--- src/rtl/pw_decoder_pkg.sv ---
// Shared types for the pulse-width decoder and gamma-phase tooling.
// Defining PW_DECODER_PULSE_ERR_EN adds a second-pulse error flag to pw_result_t.
package pw_pkg;

    localparam int PW_GCW_DEFAULT = 16;

    function automatic int pw_cw(input int gcw);
        return $clog2(gcw + 1);
    endfunction

    localparam int PW_CW = pw_cw(PW_GCW_DEFAULT);

    typedef enum logic [1:0] {
        IDLE,
        WAIT,
        HIGH,
        DONE
    } pw_state_t;

    // Field widths follow the package default cycle length.
    typedef struct packed {
        logic [PW_CW-1:0] onset;
        logic [PW_CW-1:0] width;
`ifdef PW_DECODER_PULSE_ERR_EN
        logic             err;
`endif
    } pw_result_t;

endpackage

--- src/rtl/pw_decoder_gamma_phase_ctr.sv ---
// Saturating gamma-cycle phase counter, restarted by the gstart strobe.
// phase is the phase of the current sample; phase_ok drops once the counter is stuck at its last value.
module gamma_phase_ctr #(
    parameter int GAMMA_CYCLE_WIDTH = 16,
    parameter int CW                = 5
) (
    input  logic          aclk,
    input  logic          grst_n,
    input  logic          gstart,
    output logic [CW-1:0] phase,
    output logic          phase_ok
);

    localparam logic [CW-1:0] LAST = CW'(GAMMA_CYCLE_WIDTH - 1);

    logic [CW-1:0] phase_q;
    logic [CW-1:0] phase_d;

    always_comb begin
        phase_ok = 1'b1;
        if (gstart) begin
            phase_d = '0;
        end else if (phase_q == LAST) begin
            // Already counted the last phase: a late gstart leaves samples without a phase.
            phase_d  = LAST;
            phase_ok = 1'b0;
        end else begin
            phase_d = phase_q + 1'b1;
        end
    end

    always_ff @(posedge aclk or negedge grst_n) begin
        if (!grst_n) begin
            phase_q <= '0;
        end else begin
            phase_q <= phase_d;
        end
    end

    assign phase = phase_d;

endmodule

--- src/rtl/pw_decoder.sv ---
// Converts one pulse-width-coded wire into per-gamma-cycle onset/width with a valid/ready holding register.
// Optional macro PW_DECODER_PULSE_ERR_EN adds out_err flagging a second pulse within a gamma cycle.
module pw_decoder
    import pw_pkg::*;
#(
    parameter int GAMMA_CYCLE_WIDTH = PW_GCW_DEFAULT,
    parameter int CW                = pw_cw(GAMMA_CYCLE_WIDTH)
) (
    input  logic          aclk,
    input  logic          grst_n,
    input  logic          gstart,
    input  logic          pin,
    output logic [CW-1:0] out_onset,
    output logic [CW-1:0] out_width,
    output logic          out_valid,
    input  logic          out_ready,
`ifdef PW_DECODER_PULSE_ERR_EN
    output logic          out_err,
`endif
    output logic          out_drop
);

    localparam logic [CW-1:0] NO_SPIKE = CW'(GAMMA_CYCLE_WIDTH);

    logic [CW-1:0] phase;
    logic          phase_ok;

    gamma_phase_ctr #(
        .GAMMA_CYCLE_WIDTH (GAMMA_CYCLE_WIDTH),
        .CW                (CW)
    ) u_phase (
        .aclk     (aclk),
        .grst_n   (grst_n),
        .gstart   (gstart),
        .phase    (phase),
        .phase_ok (phase_ok)
    );

    pw_state_t  state_q;
    logic [CW-1:0] onset_q;
    logic [CW-1:0] count_q;
    pw_result_t res_q;
    pw_result_t fin_d;
    logic       out_valid_q;
    logic       out_drop_q;
`ifdef PW_DECODER_PULSE_ERR_EN
    logic       err_q;
    logic       pin_q;
`endif

    logic load;
    assign load = gstart && (state_q != IDLE);

    always_comb begin
        fin_d = '0;
        if (state_q == WAIT) begin
            fin_d.onset = NO_SPIKE;
            fin_d.width = '0;
        end else begin
            fin_d.onset = onset_q;
            fin_d.width = count_q;
        end
`ifdef PW_DECODER_PULSE_ERR_EN
        fin_d.err = err_q;
`endif
    end

    always_ff @(posedge aclk or negedge grst_n) begin
        if (!grst_n) begin
            state_q     <= IDLE;
            onset_q     <= NO_SPIKE;
            count_q     <= '0;
            res_q       <= '0;
            res_q.onset <= NO_SPIKE;
            out_valid_q <= 1'b0;
            out_drop_q  <= 1'b0;
`ifdef PW_DECODER_PULSE_ERR_EN
            err_q       <= 1'b0;
            pin_q       <= 1'b0;
`endif
        end else begin
`ifdef PW_DECODER_PULSE_ERR_EN
            pin_q <= pin;
`endif
            out_drop_q <= 1'b0;
            if (load) begin
                res_q       <= fin_d;
                out_valid_q <= 1'b1;
                out_drop_q  <= out_valid_q && !out_ready;
            end else if (out_valid_q && out_ready) begin
                out_valid_q <= 1'b0;
            end

            if (gstart) begin
                // The boundary sample belongs to the new cycle; a spanning pulse restarts at onset 0.
                if (state_q != IDLE && pin) begin
                    state_q <= HIGH;
                    onset_q <= '0;
                    count_q <= CW'(1);
                end else begin
                    state_q <= WAIT;
                    onset_q <= NO_SPIKE;
                    count_q <= '0;
                end
`ifdef PW_DECODER_PULSE_ERR_EN
                err_q <= 1'b0;
`endif
            end else if (phase_ok) begin
                case (state_q)
                    WAIT: begin
                        if (pin) begin
                            state_q <= HIGH;
                            onset_q <= phase;
                            count_q <= CW'(1);
                        end
                    end
                    HIGH: begin
                        if (pin) begin
                            count_q <= count_q + 1'b1;
                        end else begin
                            state_q <= DONE;
                        end
                    end
`ifdef PW_DECODER_PULSE_ERR_EN
                    DONE: begin
                        if (pin && !pin_q) begin
                            err_q <= 1'b1;
                        end
                    end
`endif
                    default: ;
                endcase
            end
        end
    end

    assign out_onset = res_q.onset;
    assign out_width = res_q.width;
    assign out_valid = out_valid_q;
    assign out_drop  = out_drop_q;
`ifdef PW_DECODER_PULSE_ERR_EN
    assign out_err   = res_q.err;
`endif

endmodule

--- config.mk ---
export PLATFORM = sky130hd
export DESIGN_NAME = pw_decoder
export DESIGN_NICKNAME = d
export VERILOG_FILES = /design/src/rtl/pw_decoder_pkg.sv /design/src/rtl/pw_decoder_gamma_phase_ctr.sv /design/src/rtl/pw_decoder.sv
export SDC_FILE = /design/constraint.sdc
export NUM_CORES = 1
export LEC_CHECK = 0
export BUFFER_PORTS_ARGS = -buffer_cell sky130_fd_sc_hd__buf_2
export CORE_MARGIN = 1.5
export CORE_UTILIZATION = 55
export DETAILED_ROUTE_END_ITERATION = 10
export PLACE_DENSITY = 0.76
export REMOVE_ABC_BUFFERS = 1
export SYNTH_ARGS = -nofsm -noshare
export SYNTH_HDL_FRONTEND = slang
export SYNTH_SLANG_ARGS = --single-unit
--- constraint.sdc ---
create_clock -name aclk -period 2 [get_ports aclk]
set_input_delay 0.4 -clock aclk [delete_from_list [all_inputs] [get_ports aclk]]
set_output_delay 0.4 -clock aclk [all_outputs]
set_load 0.02 [all_outputs]
==> run summary <==
max-slew violation count = 0
1st-iter DRT viols = 22
Setup crit start kind = register
R2R Setup Slk = 0.15 ns
level count of the clock H-tree = 2
RSZ-0062 raised after global routing = no
Achievable Freq = 0.542 GHz
CP arrival = 2.07 ns
worst r2r src = u_phase.phase_q[0]
Post-Synthesis Cells = 120
Synth top cells by count = dfrtp_1 (27), o21ai_0 (11), a22o_1 (9)
CORE AREA = 2230 sq um
post-DR vias/cell = 5.84
top cells by area, synth = dfrtp_1 (51%), a22o_1 (6.0%), o21ai_0 (4.2%)
crit path kind = register to register
TritonCTS clock tree = built
leading area contributor after synthesis = dfrtp_1
worst r2r dst = state_q[0]
drt wl/cell = 14.2 um
CTS Buf Count = 5
first-pass GRT wire length = 4050 um
Unique masters post-synth = 36
DRC viols = 0
Diodes inserted = 0
max incr delay on CP = 0.48 ns
Final HPWL DP = 1720 um
clock buffer depth = 2
crit path cell chain = ha_1 > nand3_1 > nor3_2 > o22ai_1 > a221o_1
via count = 970
Slowest-stage cell, CP = nor3_2
CP max FO = 10
asr flop ratio synth = 100%
max-cap violations = 0
mapped cell area = 1320 sq um
vias in the first global route = 915
# setup viols final = 0
largest net degree at the start of global routing = 30
Min-Delay Path Class = input port to async pin
Port Buffers = 16
CTS sink cnt = 29
grt ovf = 0
Yosys reg bits = 29
worst slew pin tran = 0.618 ns
global placer's final weighted congestion = 0.830
period utilization = 92.3%
Yosys warning total = 0
status = completed
Max transition margin = 58.8%
sequential fraction of the synthesis area = 55.3%
Inst Count DP = 158
Worst-path clk slew = 0.09 ns
CP delay by family, top = simple AND/OR/NAND/NOR gates
pwr dens = 940 nW/um^2
Area growth syn-to-layout = 11.4%
VDD IR max = 0.000524 V
Row Count = 17
initial antenna violation count = 0
clock skew = 0.00570 ns
share of layout cells above drive strength 1 = 25.4%
TritonRoute pass-1 iters = 4
die area = 2700 sq um
Pleak = 0.743 nW
total global-route track usage = 21.2%
Die W = 51.9 um
Starting Density = 58.9%
post-layout util = 65.7%
Post-Route WL = 2370 um
top-count cell post-synth = dfrtp_1
Critical Path RT = 2.22 ns
number of synthesized flops with an enable pin = 0
syn avg cell area = 11.0 sq um
post-route antenna net violation count = 0
final hold violations = 0
CTS Root Buffer Type = clkbuf_4
FF-to-FF path depth = 5
critical path buffer and inverter count = 0
Clock Latency Late Sink = 0.33 ns
setup_tns = 0 ns
Final min period = 1.85 ns
Post-CTS Hold Buffers = 0
fin cells = 166
Final #Nets = 144
Die H = 51.9 um
Most used DFF post-synth = dfrtp_1
boundary pin count = 17
Synth top area share = 51.3%
endpoint class of the critical path = register
==> timing repair <==
| action | CTS | global route |
|---|---|---|
| buffers inserted | 0 | 0 |
| endpoints found under the setup margin | 0 | 1 |
| resized for setup | 0 | 1 |
==> per-layer routing <==
metal,GRT usage [%],share of wire [%]
met1,25.1,46
met2,33.8,48
met3,8.62,4.7
met4,9.21,1.8
met5,0,0
==> state kept, by name, summed over array words and instances (netlist names) <==
signal and flops:
out_drop 1, out_width 5, out_valid 1, onset_q 5, state_q 2, out_onset 5, u_phase.phase_q 5, count_q 5
==> worst max-delay path by stage <==
stage,startpoint,to,slack (ns),cells past startpoint
after global placement,u_phase.phase_q[0],onset_q[3],0.24,5
final,u_phase.phase_q[0],state_q[0],0.15,5
after global routing,u_phase.phase_q[0],state_q[0],0.002,5
after CTS,u_phase.phase_q[0],onset_q[3],0.13,5
after floorplan,u_phase.phase_q[0],onset_q[0],0.31,5
after detailed placement,u_phase.phase_q[0],onset_q[3],0.15,5
==> area by class of cell <==
class / count / area [sq um]
fillers: 189 / 767
inverters: 7 / 26.3
flip-flops and latches: 29 / 728
repair buffers: 18 / 95.1
multi-input cells: 76 / 527
well taps: 28 / 35.0
clock inverters: 3 / 17.5
clock buffers: 5 / 37.5
==> per-stage QoR <==
stage / setup slack [ns] / instance area [sq um] / hold slack (ns) / power, W
after floorplan: 0.310 / 1280 / 0.104 / 0.000946
after global placement: 0.238 / 1410 / 0.445 / 0.00104
after detailed placement: 0.148 / 1410 / 0.453 / 0.00106
after CTS: 0.135 / 1460 / 0.0909 / 0.00140
after global routing: 0.00169 / 1470 / 0.110 / 0.00147
final: 0.154 / 1470 / 0.0755 / 0.00138
==> placed cells by master, fill, tap and decap left out, types with 3 or more instances in the layout <==
cell type  count
inv_1          7
nand3_1        4
nor2_1         5
a21oi_1        5
a22o_1         9
nand2_1        5
o31ai_1        7
o21ai_0       11
and2b_1        3
buf_2         16
dfrtp_1       27
clkbuf_4       5
==> where the power goes <==
| group | internal [W] | total [W] | leakage [nW] | switching, W |
|---|---|---|---|---|
| Sequential | 0.000665 | 0.000733 | 0.381 | 0.0000685 |
| Clock | 0.000132 | 0.000334 | 0.0310 | 0.000202 |
| Combinational | 0.000127 | 0.000311 | 0.331 | 0.000184 |
| Total | 0.000923 | 0.00138 | 0.743 | 0.000455 |
==> logic make-up after synthesis <==
kind of cell / share of synthesized area (%)
and+or+nand+nor: 12.0
adders and majority gates: 1.90
buffers and inverters: 5.04
xor gates and xnor gates: 2.00
DFF: 55.3
AOI/OAI and AO/OA: 22.1
muxes: 1.71
Power figures use the tool's default switching activity.
